--- config.mk ---
export PLATFORM = sky130hd
export DESIGN_NAME = cp_read_scheduler_flat
export DESIGN_NICKNAME = d
export VERILOG_FILES = /design/src/rtl/cp_read_scheduler_pkg.sv /design/src/rtl/cp_read_scheduler_if.sv /design/src/rtl/cp_read_scheduler_addr_gen.sv /design/src/rtl/cp_read_scheduler.sv /design/src/flat_wrapper.sv
export SDC_FILE = /design/constraint.sdc
export NUM_CORES = 1
export LEC_CHECK = 0
export CORE_MARGIN = 2
export CORE_UTILIZATION = 38
export CTS_CLUSTER_DIAMETER = 150
export DETAILED_ROUTE_END_ITERATION = 8
export PLACE_DENSITY_LB_ADDON = 0.25
export SYNTH_ARGS = -nofsm -noshare
export SYNTH_HDL_FRONTEND = slang
export SYNTH_HIERARCHICAL = 1
export SYNTH_SLANG_ARGS = --single-unit
--- constraint.sdc ---
create_clock -name clk -period 5.3 [get_ports clk]
set_input_delay 0.53 -clock clk [delete_from_list [all_inputs] [get_ports clk]]
set_output_delay 0.53 -clock clk [all_outputs]
set_load 0.03 [all_outputs]
--- src/rtl/cp_read_scheduler_pkg.sv ---
// Shared constants, FSM state type and CP-length helpers for the CP read scheduler.
package cp_pkg;
    localparam int IFFT_SIZE   = 2048;
    localparam int N_SYMB      = 14;
    localparam int NCP_LONG    = 160;
    localparam int NCP_SHORT   = 144;
    localparam int LONG_PERIOD = 7;
    localparam int ADDR_W      = $clog2(IFFT_SIZE);
    localparam int SYM_W       = 4;

    typedef enum logic [1:0] {IDLE, WAIT_SYM, CP, BODY} cp_state_t;

    function automatic logic [ADDR_W-1:0] cp_len(input logic [SYM_W-1:0] sym_idx);
        return (sym_idx == '0 || sym_idx == SYM_W'(LONG_PERIOD)) ? ADDR_W'(NCP_LONG)
                                                                 : ADDR_W'(NCP_SHORT);
    endfunction

    // First CP address: the CP is the tail of the bank.
    function automatic logic [ADDR_W-1:0] cp_start(input logic [SYM_W-1:0] sym_idx);
        return ADDR_W'(IFFT_SIZE - int'(cp_len(sym_idx)));
    endfunction
endpackage

--- src/rtl/cp_read_scheduler_if.sv ---
// Writer-bank handshake and read-beat bus of the CP read scheduler.
interface cp_read_scheduler_if;
    import cp_pkg::*;

    logic              sym_ready;
    logic              sym_bank;
    logic              sym_release;
    logic              rel_bank;
    logic              rd_valid;
    logic              rd_ready;
    logic              rd_bank;
    logic [ADDR_W-1:0] rd_addr;
    logic              rd_first;
    logic              rd_last;
    logic              rd_cp;

    modport master (
        input  sym_ready, sym_bank, rd_ready,
        output sym_release, rel_bank, rd_valid, rd_bank, rd_addr, rd_first, rd_last, rd_cp
    );

    modport slave (
        output sym_ready, sym_bank, rd_ready,
        input  sym_release, rel_bank, rd_valid, rd_bank, rd_addr, rd_first, rd_last, rd_cp
    );
endinterface

--- src/rtl/cp_read_scheduler_addr_gen.sv ---
// Loadable bank address counter: advances on accepted beats, wraps naturally at IFFT_SIZE.
module cp_addr_gen
    import cp_pkg::*;
(
    input  logic              clk,
    input  logic              rst,
    input  logic              load_i,
    input  logic [ADDR_W-1:0] load_val_i,
    input  logic              adv_i,
    input  logic              body_i,
    output logic [ADDR_W-1:0] addr_o,
    output logic              at_cp_end_o,
    output logic              at_body_end_o
);
    logic [ADDR_W-1:0] addr_q, addr_d;
    logic              at_max;

    always_comb begin
        // NOTE: default first so every path assigns addr_d and no latch is inferred.
        addr_d = addr_q;
        if (load_i) begin
            addr_d = load_val_i;
        end else if (adv_i) begin
            addr_d = addr_q + ADDR_W'(1);
        end
    end

    always_ff @(posedge clk or negedge rst) begin
        if (!rst) begin
            addr_q <= '0;
        end else begin
            addr_q <= addr_d;
        end
    end

    assign at_max        = (addr_q == '1);
    assign at_cp_end_o   = at_max & ~body_i;
    assign at_body_end_o = at_max & body_i;
    assign addr_o        = addr_q;
endmodule

--- src/rtl/cp_read_scheduler.sv ---
// Reads a filled ping-pong bank back as a CP-prefixed symbol stream and tracks the slot.
// Optional statistics counters are enabled with the CP_SCHED_STATS_EN macro.
module cp_read_scheduler
    import cp_pkg::*;
(
    input  logic              clk,
    input  logic              rst,
    input  logic              enable,
    input  logic              clr_err,
    cp_read_scheduler_if.master bus,
    output logic [SYM_W-1:0]  sym_idx,
    output logic              busy,
    output logic              err_underrun
`ifdef CP_SCHED_STATS_EN
    ,
    output logic [15:0]       stat_syms,
    output logic [15:0]       stat_slots
`endif
);
    cp_state_t         state_q;
    logic [SYM_W-1:0]  sym_idx_q, idx_inc;
    logic              rd_bank_q, rel_bank_q, sym_release_q, first_q, prev_vld_q, err_q;
    logic              xfer, in_body, at_cp_end, at_body_end;
    logic              bank_ok, b2b_ok, end_sym, start_wait, start_b2b, load;
    logic [ADDR_W-1:0] addr, load_val;

    assign bus.rd_valid = (state_q == CP) || (state_q == BODY);
    assign xfer         = bus.rd_valid & bus.rd_ready;
    assign in_body      = (state_q == BODY);
    assign idx_inc      = (sym_idx_q == SYM_W'(N_SYMB - 1)) ? '0 : sym_idx_q + SYM_W'(1);

    // A bank equal to the one just read is stale; the first symbol after IDLE takes any bank.
    assign b2b_ok     = bus.sym_ready && (bus.sym_bank != rd_bank_q);
    assign bank_ok    = bus.sym_ready && (!prev_vld_q || (bus.sym_bank != rd_bank_q));
    assign end_sym    = in_body && xfer && at_body_end;
    assign start_wait = (state_q == WAIT_SYM) && enable && bank_ok;
    assign start_b2b  = end_sym && enable && b2b_ok;
    assign load       = start_wait | start_b2b;
    assign load_val   = cp_start(start_b2b ? idx_inc : sym_idx_q);

    cp_addr_gen u_addr_gen (
        .clk          (clk),
        .rst          (rst),
        .load_i       (load),
        .load_val_i   (load_val),
        .adv_i        (xfer),
        .body_i       (in_body),
        .addr_o       (addr),
        .at_cp_end_o  (at_cp_end),
        .at_body_end_o(at_body_end)
    );

    always_ff @(posedge clk or negedge rst) begin
        if (!rst) begin
            state_q       <= IDLE;
            sym_idx_q     <= '0;
            rd_bank_q     <= 1'b0;
            rel_bank_q    <= 1'b0;
            sym_release_q <= 1'b0;
            first_q       <= 1'b0;
            prev_vld_q    <= 1'b0;
            err_q         <= 1'b0;
        end else begin
            // NOTE: non-blocking assignments so every register samples pre-edge values.
            sym_release_q <= 1'b0;
            case (state_q)
                IDLE: begin
                    sym_idx_q  <= '0;
                    prev_vld_q <= 1'b0;
                    if (enable) state_q <= WAIT_SYM;
                end
                WAIT_SYM: begin
                    if (!enable) begin
                        state_q   <= IDLE;
                        sym_idx_q <= '0;
                    end else if (bank_ok) begin
                        state_q   <= CP;
                        rd_bank_q <= bus.sym_bank;
                        first_q   <= 1'b1;
                    end
                end
                CP: begin
                    if (xfer) begin
                        first_q <= 1'b0;
                        if (at_cp_end) state_q <= BODY;
                    end
                end
                BODY: begin
                    if (end_sym) begin
                        sym_release_q <= 1'b1;
                        rel_bank_q    <= rd_bank_q;
                        prev_vld_q    <= 1'b1;
                        if (!enable) begin
                            state_q   <= IDLE;
                            sym_idx_q <= '0;
                        end else begin
                            sym_idx_q <= idx_inc;
                            if (b2b_ok) begin
                                state_q   <= CP;
                                rd_bank_q <= bus.sym_bank;
                                first_q   <= 1'b1;
                            end else begin
                                state_q <= WAIT_SYM;
                            end
                        end
                    end
                end
                default: state_q <= IDLE;
            endcase

            // Set wins over clear when both happen in the same cycle.
            if ((state_q == WAIT_SYM) && (sym_idx_q != '0) && !bank_ok) begin
                err_q <= 1'b1;
            end else if (clr_err) begin
                err_q <= 1'b0;
            end
        end
    end

`ifdef CP_SCHED_STATS_EN
    logic [15:0] stat_syms_q, stat_slots_q;

    always_ff @(posedge clk or negedge rst) begin
        if (!rst) begin
            stat_syms_q  <= '0;
            stat_slots_q <= '0;
        end else if (end_sym) begin
            stat_syms_q <= stat_syms_q + 16'd1;
            if (sym_idx_q == SYM_W'(N_SYMB - 1)) stat_slots_q <= stat_slots_q + 16'd1;
        end
    end

    assign stat_syms  = stat_syms_q;
    assign stat_slots = stat_slots_q;
`endif

    assign bus.sym_release = sym_release_q;
    assign bus.rel_bank    = rel_bank_q;
    assign bus.rd_bank     = rd_bank_q;
    assign bus.rd_addr     = addr;
    assign bus.rd_first    = first_q;
    assign bus.rd_last     = in_body && at_body_end;
    assign bus.rd_cp       = (state_q == CP);
    assign sym_idx         = sym_idx_q;
    assign busy            = (state_q != IDLE);
    assign err_underrun    = err_q;
endmodule
--- src/flat_wrapper.sv ---
// flat-port wrapper written by rule: the top's interface ports become plain ports
module cp_read_scheduler_flat import cp_pkg::*;
  (clk, rst, enable, clr_err, sym_idx, busy, err_underrun, bus_sym_ready, bus_sym_bank, bus_rd_ready, bus_sym_release, bus_rel_bank, bus_rd_valid, bus_rd_bank, bus_rd_addr, bus_rd_first, bus_rd_last, bus_rd_cp);
  cp_read_scheduler_if bus_i ();
  input  logic clk;
  input  logic rst;
  input  logic enable;
  input  logic clr_err;
  output logic [SYM_W-1:0] sym_idx;
  output logic busy;
  output logic err_underrun;
  input wire logic [$bits(bus_i.sym_ready)-1:0] bus_sym_ready;
  input wire logic [$bits(bus_i.sym_bank)-1:0] bus_sym_bank;
  input wire logic [$bits(bus_i.rd_ready)-1:0] bus_rd_ready;
  output wire logic [$bits(bus_i.sym_release)-1:0] bus_sym_release;
  output wire logic [$bits(bus_i.rel_bank)-1:0] bus_rel_bank;
  output wire logic [$bits(bus_i.rd_valid)-1:0] bus_rd_valid;
  output wire logic [$bits(bus_i.rd_bank)-1:0] bus_rd_bank;
  output wire logic [$bits(bus_i.rd_addr)-1:0] bus_rd_addr;
  output wire logic [$bits(bus_i.rd_first)-1:0] bus_rd_first;
  output wire logic [$bits(bus_i.rd_last)-1:0] bus_rd_last;
  output wire logic [$bits(bus_i.rd_cp)-1:0] bus_rd_cp;
  assign bus_i.sym_ready = bus_sym_ready;
  assign bus_i.sym_bank = bus_sym_bank;
  assign bus_i.rd_ready = bus_rd_ready;
  assign bus_sym_release = bus_i.sym_release;
  assign bus_rel_bank = bus_i.rel_bank;
  assign bus_rd_valid = bus_i.rd_valid;
  assign bus_rd_bank = bus_i.rd_bank;
  assign bus_rd_addr = bus_i.rd_addr;
  assign bus_rd_first = bus_i.rd_first;
  assign bus_rd_last = bus_i.rd_last;
  assign bus_rd_cp = bus_i.rd_cp;
  cp_read_scheduler u_core (.clk(clk), .rst(rst), .enable(enable), .clr_err(clr_err), .bus(bus_i), .sym_idx(sym_idx), .busy(busy), .err_underrun(err_underrun));
endmodule
# Word-level counts from Yosys, hierarchy flattened
# Cells that the tools add are included.
word_totals:
  in_bits: 7
  word_cells: 103
  ff_bits: 23
classes:
  n_eq_ne: 17
  addsub: 3
  reduce_logical: 32
  n_bitwise: 5
  n_mux: 37
op_table:
  columns: ["operator", "n"]
  rows:
  - ["2-to-1 mux 11 bit", 2]
  - ["2-to-1 mux 4 bit", 5]
  - ["2-to-1 mux 1 bit", 16]
  - ["2-to-1 mux 2 bit", 8]
  - ["inequality test 2 bit, second input constant", 6]
  - ["one-hot mux 4 bit (3 select lines)", 1]
  - ["adder 11 x 1 -> 11 bit, second input constant", 1]
  - ["equality test 11 bit, second input constant", 1]
  - ["logical AND 1 bit", 11]
  - ["subtractor 1 x 11 -> 11 bit, first input constant", 1]
  - ["nonzero test 2 bit", 5]
  - ["one-hot mux 2 bit (4 select lines)", 1]
  - ["AND reduction 7 bit", 1]
  - ["2-to-1 mux 6 bit", 1]
  - ["inequality test 2 x 1 -> 1 bit, second input constant", 3]
  - ["AND reduction 6 bit", 1]
  - ["nonzero test 3 bit", 2]
  - ["AND reduction 5 bit", 1]
  - ["adder 4 x 1 -> 4 bit, second input constant", 1]
  - ["equality test 2 bit, second input constant", 2]
  - ["equality test 4 x 3 -> 1 bit, second input constant", 1]
  - ["equality test 4 bit, second input constant", 1]
  - ["logical NOT 4 bit", 1]
  - ["one-hot mux 1 bit (2 select lines)", 2]
  - ["13 further kinds", 19]

# Depth between registers and ports, before layout
# Gate-level depths: netlist (run 1).
depth:
  ltp_word: 13
  depth_mapped: 12
  depth_no_buf: 10

# By module
# The synthesis (run 1) kept the hierarchy.
by_module_without_submodules:
  columns: ["mod", "area_each_um2", "n_inst", "cells_per_inst", "seq_area_each_um2"]
  rows:
  - ["cp_read_scheduler", 817.0, 1, 93, 300.3]
  - ["cp_addr_gen", 650.6, 1, 72, 275.3]

# Least setup slack after synthesis (run 1)
# Ideal clock, no wire load.
synth_path:
  path_type: "register to register"
  start: "register u_core.u_addr_gen.addr_q[0] (netlist: u_core/u_addr_gen/addr_o[0])"
  end: "register u_core.u_addr_gen.addr_q[2] (netlist: u_core/u_addr_gen/addr_o[2])"
  arrival_time_ps: 2375
  path_stages_with_launch: 9
  synth_period_minus_slack_ps: 2510
  n_path_buf: 2
  setup_ps: 135
  slack_ps: 2790
  path_cell_list: "dfrtp_1 -> ha_1 -> nand3_1 -> nor4_1 -> nand2_1 -> o32ai_4 -> clkbuf_1 -> clkbuf_1 -> o21ai_0"
synth_via:
  elab_chain_len: 7
  word_cells_on_any_way: 10
  classes_between: "1 x add/sub; 1 x eq/ne; 2 x mux; 2 x bitwise; 4 x reduce/logical"
synth_rtl:
  columns: ["item", "line_no", "rtl"]
  rows:
  - ["start: declaration", "cp_read_scheduler_addr_gen.sv:15", "logic [ADDR_W-1:0] addr_q, addr_d;"]
  - ["start signal: assignment", "cp_read_scheduler_addr_gen.sv:32", "addr_q <= addr_d;"]
  - ["equality test 11 bit *", "cp_read_scheduler_addr_gen.sv:36", "assign at_max = (addr_q == '1);"]
  - ["AND 1 bit *", "cp_read_scheduler_addr_gen.sv:38", "assign at_body_end_o = at_max & body_i;"]
  - ["via u_core.at_body_end", "cp_read_scheduler.sv:23", "logic xfer, in_body, at_cp_end, at_body_end;"]
  - ["logical AND 1 bit *", "cp_read_scheduler.sv:35", "assign end_sym = in_body && xfer && at_body_end;"]
  - ["logical AND 1 bit * (2 in series)", "cp_read_scheduler.sv:37", "assign start_b2b = end_sym && enable && b2b_ok;"]
  - ["OR 1 bit *", "cp_read_scheduler.sv:38", "assign load = start_wait | start_b2b;"]
  - ["via u_core.load", "cp_read_scheduler.sv:24", "logic bank_ok, b2b_ok, end_sym, start_wait, start_b2b, load;"]
  - ["2-to-1 mux 11 bit or nonzero test 2 bit (tied branches)", null, null]
# The timed path passes the listed nets; every way through them passes the cells marked *. The select of a mux whose other input is x is not followed.
# A chain may end at the register's enable or synchronous reset.

# Worst setup path in the final report (run 1)
layout_path:
  start: "register u_core.state_q[0]"
  end: "output port bus_rd_last"
layout_via:
  elab_chain_len: 3
layout_rtl:
  columns: ["item", "line_no", "rtl"]
  rows:
  - ["start: declaration", "cp_read_scheduler.sv:20", "cp_state_t state_q;"]
  - ["start signal: assignment", "cp_read_scheduler.sv:55", "state_q <= IDLE;"]
  - ["start signal: assignment", "cp_read_scheduler.sv:70", "if (enable) state_q <= WAIT_SYM;"]
  - ["start signal: assignment", "cp_read_scheduler.sv:74", "state_q <= IDLE;"]
  - ["equality test 2 bit", "cp_read_scheduler.sv:29", "assign in_body = (state_q == BODY);"]
  - ["via u_core.in_body", "cp_read_scheduler.sv:23", null]
  - ["AND 1 bit", "cp_read_scheduler_addr_gen.sv:38", null]
  - ["via u_core.at_body_end", "cp_read_scheduler.sv:23", null]
  - ["logical AND 1 bit", "cp_read_scheduler.sv:142", "assign bus.rd_last = in_body && at_body_end;"]
  - ["end: declaration", "flat_wrapper.sv:21", "output wire logic [$bits(bus_i.rd_last)-1:0] bus_rd_last;"]
# The timed path passes the listed nets, and every way through them passes these cells.

==> qor.txt, run 1 <==
Area of the multi-input gates: 836 um^2
Power per cell area: 282 nW/um^2
Clock Sinks: 23
Top-level port count: 31
TritonRoute pass-1 iters: 4
GP Congestion: 0.840
Core region area: 3690 um^2
Die Ht: 66.1 um
Initial DRC count: 53
Final min period: 3.06 ns
Finished Layout Cells: 245
Worst hold path type: register to register
Share of post-route cells with drive strength above 1: 6.60%
Flop-to-flop setup slack: 2.32 ns
Min-Delay Startpoint: u_core/prev_vld_q
HPWL after detailed placement: 2470 um
H-tree levels: 1
DRC viols: 0
First-pass GRT wire length: 5620 um
Crit end category: output port
Reg2reg start: u_core/state_q[0]
Clock latency at the later pin of the worst-skew pair: 0.26 ns
Proportion of synthesized chip area in sequential cells: 39.2%
Wire length per cell: 13.6 um
Hold Buf Count CTS: 0
Fillers: 353
RSZ-0062 raised after global routing: false
Critical path arrival: 2.53 ns
Initial antenna violation count: 0
Port Buffers: 30
Run status: finished clean
Clock Tree Buf Depth: 2
Full die area: 4380 um^2
N_diodes: 0
Number of global-route vias before repair: 1,219
CTS Buf Count: 3
Setup bufs post-CTS: 0
Die outline width: 66.1 um
Starting Density: 39.8%
Skew final: 0.00331 ns
Crit path launch: u_core/state_q[0]
Sequential cell area: 576 um^2
Flops & latches, synth: 23
Max-slew violations: 0
Worst Setup Start Kind: register
Final wirelength: 3330 um
Reported max-cap violation count: 0
Peak Freq: 0.326 GHz
Aggregate global routing overflow: 0
Distinct cells, synth: 49
Async SR Flop Fraction: 100%
Nets@finish: 209
Clock Tree Root: clkbuf_8
Final Setup Violations: 0
All-Layer GR Usage: 16.6%
Post-synth EDFFs: 0
Leakage dissipation: 0.748 nW
Gates resized, CTS repair: 0
Setup CP Type: register to output port
Commonest non-fill, non-tap cells in the layout: clkdlybuf4s50_1 (30), nand2_1 (23), dfrtp_1 (23)
Row count: 22
Crit Path Max Fanout: 13
Slew headroom: 31.6%
Period utilization: 57.8%
Mean Syn Cell Area: 8.89 um^2
Syn Std Cell Area: 1470 um^2
Worst slew pin tran: 1.02 ns
WP data required: 4.77 ns
Largest net degree at the start of global routing: 24
Hold Fails Final Rpt: 0
Commonest non-fill, non-tap cell in the layout: clkdlybuf4s50_1
YS warnings: 6
Synth Instances: 165
CTS tree: built
DP Cell Count: 241
Antenna-violating nets left: 0
Reg clk slew, reported paths: 0.08 ns
Worst VDD drop: 0.219 mV
Layout area overhead: 26.3%
DR vias/cell: 5.31
Top FF cell, synth: dfrtp_1
Setup TNS: 0 ns
Detailed-route via count: 1,302
==> synthesized netlist by cell type (2+ instances only) <==
cell,count,area [um^2]
dfrtp_1,23,576
nand2_1,23,86.3
inv_1,10,37.5
o21ai_0,10,50.1
nand3_1,9,45.0
nor2_1,9,33.8
clkbuf_1,6,22.5
a21oi_1,5,25.0
a31oi_1,5,31.3
or4_1,5,37.5
ha_1,4,50.1
buf_2,3,15.0
mux2i_1,3,30.0
nor2b_1,3,18.8
o211ai_1,3,22.5
o31ai_1,3,22.5
xor2_1,3,26.3
conb_1,2,7.51
nand2b_1,2,12.5
nand3_2,2,20.0
nand4_1,2,12.5
nor4_1,2,12.5
o221ai_1,2,17.5
==> cell families after synthesis <==
family | share of synthesized area (%)
other | 0.512
AO/OA/AOI/OAI | 20.4
AND/OR/NAND/NOR | 23.3
multiplexers | 3.84
adder cells (fa/ha/maj) | 3.41
XOR/XNOR | 3.50
buffers and inverters | 5.88
flip-flops | 39.2
==> report_power, final <==
part	internal (W)	total (W)	switching (W)	leakage, nW
combinational	0.0000744	0.000179	0.000105	0.431
clock	0.0000535	0.000107	0.0000539	0.0228
sequential	0.000200	0.000237	0.0000362	0.294
==> path summary, 6_finish.rpt <==
| kind | end | cells past startpoint |
|---|---|---|
| worst max register to register | u_core/u_addr_gen/addr_o[6] | 9 |
| min in group asynchronous | u_core/u_addr_gen/addr_o[7] | 1 |
| worst min register to register | u_core/prev_vld_q | 1 |
| worst min-delay path | u_core/prev_vld_q | 1 |
| max in group asynchronous | u_core/err_underrun | 1 |
| worst max-delay path | bus_rd_last | 6 |
==> stage by stage <==
stage / instance area, um^2 / utilization [%] / worst slack (ns) / power, W / hold slack, ns
after floorplan: 1500 / - / 2.79 / 0.000344 / 0.234
after global placement: 1810 / 49.1 / 2.54 / 0.000413 / 0.469
after detailed placement: 1810 / 49.1 / 2.38 / 0.000419 / 0.474
after CTS: 1850 / 50.3 / 2.27 / 0.000529 / 0.493
after global routing: 1850 / 50.3 / 2.05 / 0.000554 / 0.525
final: 1850 / 50.3 / 2.24 / 0.000523 / 0.486
==> flip-flops by register name, indices dropped and copies added, names as in the netlist <==
name	count
u_core/bus.rd_bank	1
u_core/bus.rd_first	1
u_core/bus.rel_bank	1
u_core/bus.sym_release	1
u_core/err_underrun	1
u_core/prev_vld_q	1
u_core/state_q	2
u_core/sym_idx	4
u_core/u_addr_gen/addr_o	11
==> per-layer routing <==
layer  global-route usage (%)  up-vias  wire [um]
met2                     28.4       19       1670
met1                     21.3      630       1550
met5                        0        -          0
met4                     5.61        0         20
li1                         -      651          -
met3                     2.56        2         92
==> layout make-up <==
| cell class | instances | share of cell area, % |
|---|---|---|
| sequential | 23 | 31.0 |
| tap | 48 | 3.24 |
| timing repair buffer | 30 | 16.2 |
| clock buffer | 4 | 2.43 |
| inverter | 10 | 2.02 |
| multi-input combinational | 130 | 45.1 |
==> worst max-delay path: stages (launching register included) <==
cell and delay [ns]:
dfrtp_1 0.56, nand2_1 0.11, inv_1 0.09, inv_1 0.04
nor4_1 0.56, and3_1 0.25, clkdlybuf4s50_1 0.67
Note: power is estimated with default switching activity, not from simulation.
==> inputs of run 2 (changes only) <==
Clock period 5.3 ns to 2.5 ns, I/O delays scaled along.
==> run 2 against run 1 <==
Total power rose by 120%; clock power rose by 130%; die area did not move; first-iteration DRC count rose by 74%; hold slack got worse by 0.15 ns; cell count rose by 3.7%; non-clock buffer count rose by 9; clock skew fell by 0.0019 ns; global-route usage rose by 1.6 points; register-to-register slack got worse by 2.1 ns; sequential power rose by 110%; largest power group unchanged.
==> qor.txt, run 2 (synthesis results as in run 1) <==
Detailed-route via count: 1,343
CP max-delay cell: dfrtp_1
HPWL after detailed placement: 2590 um
Clock Sinks: 23
Skew final: 0.00142 ns
All-Layer GR Usage: 18.2%
Setup TNS: 0 ns
Worst VDD drop: 0.485 mV
Hold Buf Count CTS: 0
Critical path arrival: 2.43 ns
Clock latency at the later pin of the worst-skew pair: 0.27 ns
Number of flip-flops in the largest register: 11
Share of post-route cells with drive strength above 1: 11.2%
Number of global-route vias before repair: 1,309
Die Ht: 66.1 um
Cells along the critical path: ha_1 > nand3_1 > nor4_1 > buf_4 > nand2_1 > o32ai_4 > buf_4 > nor2_1 > or4b_1 > nand3_1
Commonest non-fill, non-tap cell in the layout: clkdlybuf4s50_1
Final Setup Violations: 0
DRC viols: 0
WP depth: 10
Critical Path End: u_core/u_addr_gen/addr_o[9]
Layout area overhead: 30.9%
Period utilization: 91.2%
Leakage dissipation: 0.796 nW
Crit end category: register
WP data required: 2.65 ns
Row count: 22
Nets@finish: 218
Clock Tree Buf Depth: 2
Hold Fails Final Rpt: 0
DP Cell Count: 250
Max incr delay on CP: 0.41 ns
R2R cell count: 10
Full die area: 4380 um^2
Die outline width: 66.1 um
Reg-to-reg endpoint: u_core/u_addr_gen/addr_o[9]
Port Buffers: 30
Worst hold path type: input port to async pin
Crit Path Max Fanout: 11
Initial antenna violation count: 0
GP Congestion: 0.818
Setup CP Type: register to register
Clock Tree Root: clkbuf_8
H-tree levels: 1
WP buf/inv: 2
Commonest non-fill, non-tap cells in the layout: clkdlybuf4s50_1 (29), nand2_1 (23), dfrtp_1 (22)
Initial DRC count: 92
Crit path launch: u_core/u_addr_gen/addr_o[1]
Reg clk slew, reported paths: 0.08 ns
Reg2reg start: u_core/u_addr_gen/addr_o[1]
Antenna-violating nets left: 0
Worst Setup Start Kind: register
Power per cell area: 590 nW/um^2
Finished Layout Cells: 254
First-pass GRT wire length: 6160 um
Starting Density: 39.8%
Largest net degree at the start of global routing: 24
Flop-to-flop setup slack: 0.22 ns
Core region area: 3690 um^2
Wire length per cell: 13.8 um
Delay-heaviest family, CP: simple AND/OR/NAND/NOR gates
CTS Buf Count: 3
Reported max-cap violation count: 0
CTS tree: built
Aggregate global routing overflow: 0
TritonRoute pass-1 iters: 4
Top-level port count: 31
Final wirelength: 3510 um
Max-slew violations: 0
N_diodes: 0
Final min period: 2.28 ns
RSZ-0062 raised after global routing: false
Run status: finished clean
Peak Freq: 0.438 GHz
DR vias/cell: 5.29
-- run 2: changes by cell type in the layout (fill, tap and decap cells not counted) --
cell             change
dfrtp_2              +1
dfrtp_1              -1
dlygate4sd2_1        +1
clkdlybuf4s50_1      -1
buf_4                +9
-- run 2: timing repair --
action                                  4_1_cts  5_1_grt
buffers inserted                              0        0
gates resized for setup                       1        0
endpoints found under the setup margin        1        1
pin swaps                                     0        1
-- run 2: final cells by class --
type / instances / area (um^2)
fillers: 354 / 1770
flip-flops and latches: 23 / 577
repair buffers: 39 / 367
well taps: 48 / 60.1
multi-input cells: 130 / 836
inverters: 10 / 37.5
clock buffers: 4 / 45.0
-- run 2: through the flow --
stage          setup WS (ns)  util (%)  instance area (um^2)  power (W)  hold WS (ns)
6_report               0.219      52.1                  1920    0.00113         0.334
5_1_grt               0.0408      52.1                  1920    0.00121         0.356
4_1_cts                0.168      52.1                  1920    0.00115         0.348
3_5_place_dp           0.186      50.9                  1880   0.000901         0.482
3_3_place_gp           0.263      50.9                  1880   0.000887         0.466
2_1_floorplan        0.00168         -                  1500   0.000732       -0.0456
-- run 2: worst register-to-register path: stages, from the launching register on --
cell and delay, ns:
dfrtp_1 0.41, ha_1 0.28, nand3_1 0.13, nor4_1 0.20, buf_4 0.17, nand2_1 0.10
o32ai_4 0.37, buf_4 0.25, nor2_1 0.04, or4b_1 0.15, nand3_1 0.06
-- run 2: worst min path at each step --
stage                 startpoint                           to  slack [ns]  cells after the start
5_1_grt                      rst  u_core/u_addr_gen/addr_o[8]        0.36                      2
3_3_place_gp   u_core/prev_vld_q            u_core/prev_vld_q        0.47                      1
3_5_place_dp   u_core/prev_vld_q            u_core/prev_vld_q        0.48                      1
4_1_cts                      rst  u_core/u_addr_gen/addr_o[8]        0.35                      2
6_report                     rst  u_core/u_addr_gen/addr_o[8]        0.33                      2
2_1_floorplan                rst           u_core/bus.rd_bank       -0.05                      0
-- run 2: where the power goes --
group	leakage, nW	internal, W	switching [W]
combinational	0.480	0.000164	0.000226
sequential	0.293	0.000427	0.0000776
clock	0.0228	0.000114	0.000127
-- run 2: metal layers --
metal	vias to the layer above	wire length (um)	global-route usage, %	share of wire [%]
li1	663	-	-	-
met1	641	1750	24.9	50
met2	35	1600	29.3	45
met3	4	135	2.90	3.8
met4	0	27	5.61	0.77
met5	-	0	0	0
